==> src/rtl/display_bbox_if.sv <==
// Bus bundle between the detection post-processor, the bbox sender and the annotator.
interface display_bbox_if;
    logic [63:0] det_data_in;
    logic        det_data_in_valid;
    logic        det_commit;
    logic        frame_start;
    logic [63:0] bbox_data_out;
    logic        bbox_data_out_valid;
    logic        busy;
    logic        det_overflow;

    modport master (
        output det_data_in, det_data_in_valid, det_commit, frame_start,
        input  bbox_data_out, bbox_data_out_valid, busy, det_overflow
    );

    modport slave (
        input  det_data_in, det_data_in_valid, det_commit, frame_start,
        output bbox_data_out, bbox_data_out_valid, busy, det_overflow
    );
endinterface

==> src/rtl/display_bbox_sender.sv <==
// Frame-synchronous bounding-box transmitter: sanitises detections into a ping-pong
// buffer and emits exactly MAX_BBOX words per frame after each new commit.
module display_bbox_sender #(
    parameter int unsigned FRAME_WIDTH  = 16,
    parameter int unsigned FRAME_HEIGHT = 9,
    parameter int unsigned MAX_BBOX     = 5
) (
    input  logic         clk,
    input  logic         rst_n,
    display_bbox_if.slave bus
);

    localparam int unsigned IDX_W = $clog2(MAX_BBOX + 1);
    localparam int unsigned AW    = (MAX_BBOX > 1) ? $clog2(MAX_BBOX) : 1;
    localparam logic [15:0]      X_LIM = 16'(FRAME_WIDTH - 1);
    localparam logic [15:0]      Y_LIM = 16'(FRAME_HEIGHT - 1);
    localparam logic [IDX_W-1:0] N_SLOT = IDX_W'(MAX_BBOX);
    localparam logic [IDX_W-1:0] LAST   = IDX_W'(MAX_BBOX - 1);
    localparam logic [63:0]      EMPTY  = 64'hFFFF_FFFF_FFFF_FFFF;

    typedef struct packed {
        logic [15:0] x0;
        logic [15:0] y0;
        logic [15:0] x1;
        logic [15:0] y1;
    } bbox_t;

    typedef enum logic {IDLE = 1'b0, SEND = 1'b1} state_t;

    state_t           state_q, state_d;
    logic             bank_q, bank_d;
    logic [IDX_W-1:0] wr_idx_q, wr_idx_d;
    logic [IDX_W-1:0] cnt_q [2];
    logic [IDX_W-1:0] cnt_d [2];
    logic [IDX_W-1:0] slot_q, slot_d;
    logic             new_list_q, new_list_d;
    logic             pend_q, pend_d;
    logic [63:0]      out_q, out_d;
    logic             valid_q, valid_d;
    logic             ovf_q, ovf_d;

    logic [63:0]      mem [2][MAX_BBOX];

    bbox_t            din, san;
    logic [63:0]      san_word;
    logic [15:0]      x_lo, x_hi, y_lo, y_hi;
    logic             accept;
    logic             swap;
    logic [IDX_W-1:0] new_cnt;
    logic [IDX_W-1:0] nxt_slot;
    logic [IDX_W-1:0] first_cnt;
    logic [63:0]      first_word;
    logic [63:0]      next_word;

    function automatic logic [15:0] clamp(input logic [15:0] v, input logic [15:0] lim);
        return (v > lim) ? lim : v;
    endfunction

    // Order each coordinate pair, clamp into the frame; x0 == FFFF marks an empty slot
    always_comb begin
        din  = bbox_t'(bus.det_data_in);
        x_lo = (din.x0 > din.x1) ? din.x1 : din.x0;
        x_hi = (din.x0 > din.x1) ? din.x0 : din.x1;
        y_lo = (din.y0 > din.y1) ? din.y1 : din.y0;
        y_hi = (din.y0 > din.y1) ? din.y0 : din.y1;
        san.x0 = clamp(x_lo, X_LIM);
        san.y0 = clamp(y_lo, Y_LIM);
        san.x1 = clamp(x_hi, X_LIM);
        san.y1 = clamp(y_hi, Y_LIM);
        if (din.x0 == 16'hFFFF) begin
            san = bbox_t'(EMPTY);
        end
    end

    assign san_word = san;
    assign accept   = bus.det_data_in_valid && (wr_idx_q < N_SLOT) && !pend_q;
    assign new_cnt  = wr_idx_q + IDX_W'(accept);
    assign nxt_slot = slot_q + IDX_W'(1);
    assign next_word = (nxt_slot < cnt_q[~bank_q]) ? mem[~bank_q][AW'(nxt_slot)] : EMPTY;

    // First burst word; a commit in the same IDLE cycle makes the current write bank the send bank
    always_comb begin
        if (bus.det_commit) begin
            first_cnt  = new_cnt;
            first_word = (accept && (wr_idx_q == '0)) ? san_word : mem[bank_q][AW'(0)];
        end else begin
            first_cnt  = cnt_q[~bank_q];
            first_word = mem[~bank_q][AW'(0)];
        end
        if (first_cnt == '0) begin
            first_word = EMPTY;
        end
    end

    always_ff @(posedge clk) begin
        if (accept) begin
            mem[bank_q][AW'(wr_idx_q)] <= san_word;
        end
    end

    always_comb begin
        state_d    = state_q;
        bank_d     = bank_q;
        wr_idx_d   = wr_idx_q;
        cnt_d      = cnt_q;
        slot_d     = slot_q;
        new_list_d = new_list_q;
        pend_d     = pend_q;
        out_d      = out_q;
        valid_d    = 1'b0;
        ovf_d      = bus.det_data_in_valid && !accept;
        swap       = 1'b0;

        // Commits during a burst wait for the burst to finish
        case (state_q)
            IDLE: swap = bus.det_commit;
            SEND: begin
                if (slot_q == LAST) begin
                    swap   = bus.det_commit || pend_q;
                    pend_d = 1'b0;
                end else if (bus.det_commit) begin
                    pend_d = 1'b1;
                end
            end
            default: ;
        endcase

        if (swap) begin
            cnt_d[bank_q] = new_cnt;
            bank_d        = ~bank_q;
            wr_idx_d      = '0;
            new_list_d    = 1'b1;
        end else if (accept) begin
            wr_idx_d = wr_idx_q + IDX_W'(1);
        end

        case (state_q)
            IDLE: begin
                if (bus.frame_start && new_list_d) begin
                    state_d    = SEND;
                    new_list_d = 1'b0;
                    slot_d     = '0;
                    valid_d    = 1'b1;
                    out_d      = first_word;
                end
            end
            SEND: begin
                if (slot_q == LAST) begin
                    state_d = IDLE;
                end else begin
                    slot_d  = nxt_slot;
                    valid_d = 1'b1;
                    out_d   = next_word;
                end
            end
            default: state_d = IDLE;
        endcase
    end

    always_ff @(posedge clk or negedge rst_n) begin
        if (!rst_n) begin
            state_q    <= IDLE;
            bank_q     <= 1'b0;
            wr_idx_q   <= '0;
            cnt_q[0]   <= '0;
            cnt_q[1]   <= '0;
            slot_q     <= '0;
            new_list_q <= 1'b0;
            pend_q     <= 1'b0;
            out_q      <= '0;
            valid_q    <= 1'b0;
            ovf_q      <= 1'b0;
        end else begin
            state_q    <= state_d;
            bank_q     <= bank_d;
            wr_idx_q   <= wr_idx_d;
            cnt_q[0]   <= cnt_d[0];
            cnt_q[1]   <= cnt_d[1];
            slot_q     <= slot_d;
            new_list_q <= new_list_d;
            pend_q     <= pend_d;
            out_q      <= out_d;
            valid_q    <= valid_d;
            ovf_q      <= ovf_d;
        end
    end

    assign bus.bbox_data_out       = out_q;
    assign bus.bbox_data_out_valid = valid_q;
    assign bus.busy                = valid_q;
    assign bus.det_overflow        = ovf_q;

endmodule

==> src/flat_wrapper.sv <==
// flat-port wrapper written by rule: the top's interface ports become plain ports
module display_bbox_sender_flat 
#(
    parameter int unsigned FRAME_WIDTH  = 16,
    parameter int unsigned FRAME_HEIGHT = 9,
    parameter int unsigned MAX_BBOX     = 5
)
  (clk, rst_n, bus_det_data_in, bus_det_data_in_valid, bus_det_commit, bus_frame_start, bus_bbox_data_out, bus_bbox_data_out_valid, bus_busy, bus_det_overflow);
  display_bbox_if bus_i ();
  input  logic clk;
  input  logic rst_n;
  input wire logic [$bits(bus_i.det_data_in)-1:0] bus_det_data_in;
  input wire logic [$bits(bus_i.det_data_in_valid)-1:0] bus_det_data_in_valid;
  input wire logic [$bits(bus_i.det_commit)-1:0] bus_det_commit;
  input wire logic [$bits(bus_i.frame_start)-1:0] bus_frame_start;
  output wire logic [$bits(bus_i.bbox_data_out)-1:0] bus_bbox_data_out;
  output wire logic [$bits(bus_i.bbox_data_out_valid)-1:0] bus_bbox_data_out_valid;
  output wire logic [$bits(bus_i.busy)-1:0] bus_busy;
  output wire logic [$bits(bus_i.det_overflow)-1:0] bus_det_overflow;
  assign bus_i.det_data_in = bus_det_data_in;
  assign bus_i.det_data_in_valid = bus_det_data_in_valid;
  assign bus_i.det_commit = bus_det_commit;
  assign bus_i.frame_start = bus_frame_start;
  assign bus_bbox_data_out = bus_i.bbox_data_out;
  assign bus_bbox_data_out_valid = bus_i.bbox_data_out_valid;
  assign bus_busy = bus_i.busy;
  assign bus_det_overflow = bus_i.det_overflow;
  display_bbox_sender #(.FRAME_WIDTH(FRAME_WIDTH), .FRAME_HEIGHT(FRAME_HEIGHT), .MAX_BBOX(MAX_BBOX)) u_core (.clk(clk), .rst_n(rst_n), .bus(bus_i));
endmodule
==> config.mk <==
export PLATFORM = sky130hd
export DESIGN_NAME = display_bbox_sender_flat
export DESIGN_NICKNAME = d
export VERILOG_FILES = /design/src/rtl/display_bbox_if.sv /design/src/rtl/display_bbox_sender.sv /design/src/flat_wrapper.sv
export SDC_FILE = /design/constraint.sdc
export NUM_CORES = 1
export LEC_CHECK = 0
export ABC_AREA = 1
export CAP_MARGIN = 5
export CORE_MARGIN = 8
export CORE_UTILIZATION = 41
export CTS_BUF_LIST = sky130_fd_sc_hd__clkbuf_16
export DETAILED_ROUTE_END_ITERATION = 8
export HOLD_SLACK_MARGIN = 0.15
export MAX_ROUTING_LAYER = met4
export SLEW_MARGIN = 0
export SYNTH_ARGS = -nofsm -noshare
export SYNTH_HDL_FRONTEND = slang
export SYNTH_SLANG_ARGS = --single-unit
==> constraint.sdc <==
create_clock -name clk -period 22.1 [get_ports clk]
set_input_delay 2.21 -clock clk [delete_from_list [all_inputs] [get_ports clk]]
set_output_delay 2.21 -clock clk [all_outputs]
set_load 0.01 [all_outputs]
==> flow_results.org <==
** Floorplan
- The initialized floorplan defines 103 standard-cell rows.
- Chip Width :: 298 um
- For this design the top-level I/O count stands at 136.
- Starting density of the core :: 41.3%
- Overall die area :: 88500 um2
- Area of the core region :: 78700 um2
- Die outline height :: 298 um

** Layout
- After the last flow step, the layout net total stands at 3129.
- Combined area of the multi-input logic cells :: 9710 um2
- From synthesis to final layout, the design area changed by 14.2%.
- Count of antenna diodes in the layout :: 0
- Fin area :: 37100 um2
- Cells with a size suffix above 1 make up 8.11% of the layout.
- Count of filler cells inserted in the layout :: 6977
- Post-Layout Cell Count :: 4133
- Across the whole layout, storage elements account for 21300 um2.
- Cells fill 47.1% of the core in the end.

** STA
- Final setup violation count :: 0
- Worst rel slew slack :: 20.8%
- Worst slew pin tran :: 1.19 ns
- Min Clock Period, post-route :: 6.04 ns
- Adding up every negative setup slack in the final design gives 0 ns.
- RSZ-0062 raised after global routing :: no
- For this run, the top clock speed supported by timing is 166 MHz.
- The tightest hold path in the finished design has a slack of 0.474 ns.
- Max-slew violations :: 0
- The clock arrives with 0.0164 ns of skew.
- Hold violation total from the final report :: 0
- Part of the cycle the worst path needs :: 27.3%

** Flow run
- Number of maximum-capacitance violations :: 0

** Drt
- Wire length per cell :: 22.6 um
- The pre-antenna-repair detailed-routing pass consisted of 6 iterations.
- The detailed router finished its first iteration with 2776 violations.
- The detailed router placed 23800 vias in this run.
- Number of remaining DRC errors :: 0
- For this block, the routed nets add up to 93.5 mm of wire.
- Antenna Nets Post-Route :: 0
- In the routed layout, each cell is associated on average with a via count of 5.77.

** Setup path
- In this run the register-to-register setup slack is 17.55 ns.
- Required time at the worst-slack endpoint :: 22.55 ns
- Grouping stages by cell kind, the critical path spends the most delay in buffers and inverters.
- Worst setup SP type :: input port
- Data on the critical path arrives at its endpoint at 6.49 ns.
- Endpoint kind of the worst setup timing path :: register
- Number of buffer and inverter stages on the critical path :: 5
- For this run, the slowest stage of the critical path takes 0.68 ns.
- The slowest stage of the critical path is the sky130_fd_sc_hd__buf_4 cell.
- Critical path class :: in2reg
- CP Max Fanout :: 43
- Walking the worst path, the cells encountered are clkdlybuf4s50_1 > inv_1 > nor2_1 > inv_1 > nor2_1 > ha_1 > ha_1 > xor2_1 > nor3_1 > a21oi_1 > nand2_1 > clkinv_1 > buf_4 > o21ai_0 > a21oi_1 > o31ai_1.

** Logic synthesis
- The synthesized design spends more area on one cell type than any other, namely sky130_fd_sc_hd__edfxtp_1.
- Summed instance area of the synthesized netlist :: 32500 um2
- Cell with the most instances after synthesis :: sky130_fd_sc_hd__edfxtp_1
- By area the synthesized netlist is led by sky130_fd_sc_hd__edfxtp_1, sky130_fd_sc_hd__nand2_1, sky130_fd_sc_hd__dfrtp_1.
- In the synthesized netlist the dominant register cell turns out to be sky130_fd_sc_hd__edfxtp_1.
- The top cell type by area accounts for 59.1% of the synthesized area.
- Counting flops and latches in the post-synthesis netlist gives 721.
- In the synthesized netlist the async set-or-reset flop fraction comes to 11.2%.
- Counting every net in the synthesized netlist gives 3088.
- Post-synthesis cell type count :: 43
- Cell types with the highest counts after synthesis :: sky130_fd_sc_hd__edfxtp_1, sky130_fd_sc_hd__nand2_1, sky130_fd_sc_hd__o21ai_0
- Average footprint of a synthesized cell :: 10.9 um2
- Synthesis produced 2979 cells.
- Number of enable-type register cells in the synthesized netlist :: 640
- The Yosys step of the flow raised 0 warnings.
- Summing the sequential cell areas from Yosys gives 65.4% of the chip area.

** Global route
- Global routing used 20.9% of the available tracks across all layers.
- Layer with the highest usage :: met2
- The first global-routing pass estimated 141 mm of wire.
- Global-route track usage on met3 :: 3.21%
- Overflow after GRT :: 0
- Antenna violations before repair :: 0
- For this run, global-route usage on met1 was measured as 28.3%.
- For this run, global-route usage on met2 was measured as 32.1%.
- Number of global-route vias before repair :: 23700
- Entering global routing, the biggest net connects 228 pins.

** Place
- Count of buffers from port buffering :: 135
- At the end of routability-driven placement, the weighted congestion stood at 0.828.
- Placed cell areas :: 34700 um2
- Once placement completed, the tool counted placed cells totaling 3992.
- Final HPWL from detailed placement :: 46.4 mm

** Status
- Outcome :: finished clean

** Power
- The analysis attributes to cell leakage a power of 14.1 nW.
- Of the total power, the clock network draws 25.3%.
- Power per cell area :: 131 nW/um2
- In this run, the combinational gates consume 40.1% of the power.
- Sequential cells burn 34.6% of the power.
- Net switching share of the total power :: 40.3%
- Summed over all nets, the switching power comes to 0.00196 W.
- Internal power :: 0.00291 W
- VDD IR-drop max :: 0.000166 V

** CTS
- Setup bufs post-CTS :: 0
- Clock tree from TritonCTS :: built
- Clock-pin slew was measured on the worst setup and hold paths at 0.06 ns.
- Clock buffers created by TritonCTS :: 76
- The clock tree synthesis step divided the H-tree into 3 levels.
- Number of clock sinks :: 721
- Clk Latency, worst-skew pair :: 0.61 ns
- After clock tree synthesis, the flow added hold-fix buffers numbering 0.
- Maximum buffer depth of the clock tree :: 3
- The cell sitting at the root of the clock tree is a sky130_fd_sc_hd__clkbuf_16.
- Post-cts repair resize count :: 0

** Hold path
- Path type of the worst min-delay path :: reg2reg
==> cells by family after synthesis <==
logic type / Yosys count / share of synthesized area [%]
buffers and inverters: 409 / 5.09
muxes: 23 / 0.708
adders and majority gates: 40 / 1.54
DFF: 721 / 65.4
xor gates and xnor gates: 2 / 0.0539
and+or+nand+nor: 1086 / 14.1
AOI/OAI and AO/OA: 698 / 13.1
==> sequential cells by signal (all words and copies together) (netlist names) <==
name	flops
u_core.bus.det_overflow	1
u_core.pend_q	1
u_core.bank_q	1
u_core.bus.bbox_data_out	64
u_core.state_q	1
u_core.wr_idx_q	3
u_core.mem	640
u_core.new_list_q	1
u_core.cnt_q	6
u_core.slot_q	3
==> routing by layer <==
metal	wire, um	vias up
met2	43200	1045
met1	40200	11800
met5	0	-
met3	7620	188
met4	2470	0
li1	-	10800
==> worst register-to-register path, stage by stage (launching register included) <==
cell and delay, ns:
sky130_fd_sc_hd__dfrtp_4 0.74, sky130_fd_sc_hd__inv_8 0.68, sky130_fd_sc_hd__buf_4 0.85, sky130_fd_sc_hd__buf_4 1.03
sky130_fd_sc_hd__o21ai_0 0.29, sky130_fd_sc_hd__o221ai_1 0.22, sky130_fd_sc_hd__o311ai_0 0.17, sky130_fd_sc_hd__nand3_1 0.13
sky130_fd_sc_hd__o21ai_0 0.08, sky130_fd_sc_hd__inv_1 0.09, sky130_fd_sc_hd__nand2_1 0.13, sky130_fd_sc_hd__nand2_1 0.09
==> placed cells by master, fill, tap and decap left out, types with 3 or more instances in the layout <==
master                            instances
sky130_fd_sc_hd__edfxtp_1               640
sky130_fd_sc_hd__nand2_1                584
sky130_fd_sc_hd__o21ai_0                300
sky130_fd_sc_hd__nor2_1                 251
sky130_fd_sc_hd__inv_1                  217
sky130_fd_sc_hd__clkdlybuf4s50_1        133
sky130_fd_sc_hd__a21oi_1                120
sky130_fd_sc_hd__nand3_1                 94
sky130_fd_sc_hd__o211ai_1                92
sky130_fd_sc_hd__clkbuf_16               80
sky130_fd_sc_hd__dfrtp_1                 78
sky130_fd_sc_hd__o221ai_1                64
sky130_fd_sc_hd__o311ai_0                64
sky130_fd_sc_hd__or2_2                   64
sky130_fd_sc_hd__nand4_1                 53
sky130_fd_sc_hd__buf_4                   40
sky130_fd_sc_hd__ha_1                    39
sky130_fd_sc_hd__o21ai_1                 26
sky130_fd_sc_hd__mux2i_1                 23
sky130_fd_sc_hd__a31oi_1                 20
sky130_fd_sc_hd__clkinv_2                18
sky130_fd_sc_hd__nor2_4                  10
sky130_fd_sc_hd__clkinv_1                 8
sky130_fd_sc_hd__nor3_1                   7
sky130_fd_sc_hd__nor4_1                   6
sky130_fd_sc_hd__nor2_2                   5
sky130_fd_sc_hd__bufinv_16                5
sky130_fd_sc_hd__inv_6                    4
sky130_fd_sc_hd__a21o_1                   3
sky130_fd_sc_hd__o31ai_1                  3
sky130_fd_sc_hd__inv_2                    3
==> power groups by stage <==
stage / clock [W] / combinational, W / sequential [W]
final: 0.00123 / 0.00195 / 0.00168
after global routing: 0.00130 / 0.00214 / 0.00169
after CTS: 0.00125 / 0.00194 / 0.00168
after detailed placement: 0 / 0.00194 / 0.00171
after global placement: 0 / 0.00190 / 0.00171
after floorplan: 0 / 0.00123 / 0.00168
==> per-stage QoR <==
| step | worst slack [ns] | power, W |
|---|---|---|
| floorplan | 12.86 | 0.00291 |
| global placement | 15.79 | 0.00360 |
| detailed placement | 15.56 | 0.00365 |
| CTS | 16.18 | 0.00488 |
| global route | 15.81 | 0.00513 |
| finish | 16.06 | 0.00487 |
==> final timing paths <==
check                                            from                           end  cells after the start
min in group asynchronous                       rst_n  u_core.bus.bbox_data_out[20]                      1
worst min-delay path                  u_core.cnt_q[2]               u_core.cnt_q[2]                      2
worst max register to register          u_core.bank_q  u_core.bus.bbox_data_out[33]                     11
worst max-delay path            bus_det_data_in_valid  u_core.bus.bbox_data_out[40]                     16
max in group asynchronous                       rst_n                 u_core.bank_q                      2
worst min register to register        u_core.cnt_q[2]               u_core.cnt_q[2]                      2
==> cell type report <==
cell class	count	area share, %
inverter	197	2.02
clock inverter	61	1.12
tap	1050	3.54
multi-input combinational	1849	26.2
clock buffer	80	5.40
sequential	721	57.3
timing repair buffer	175	4.46
(Power assumes the default switching activity.)
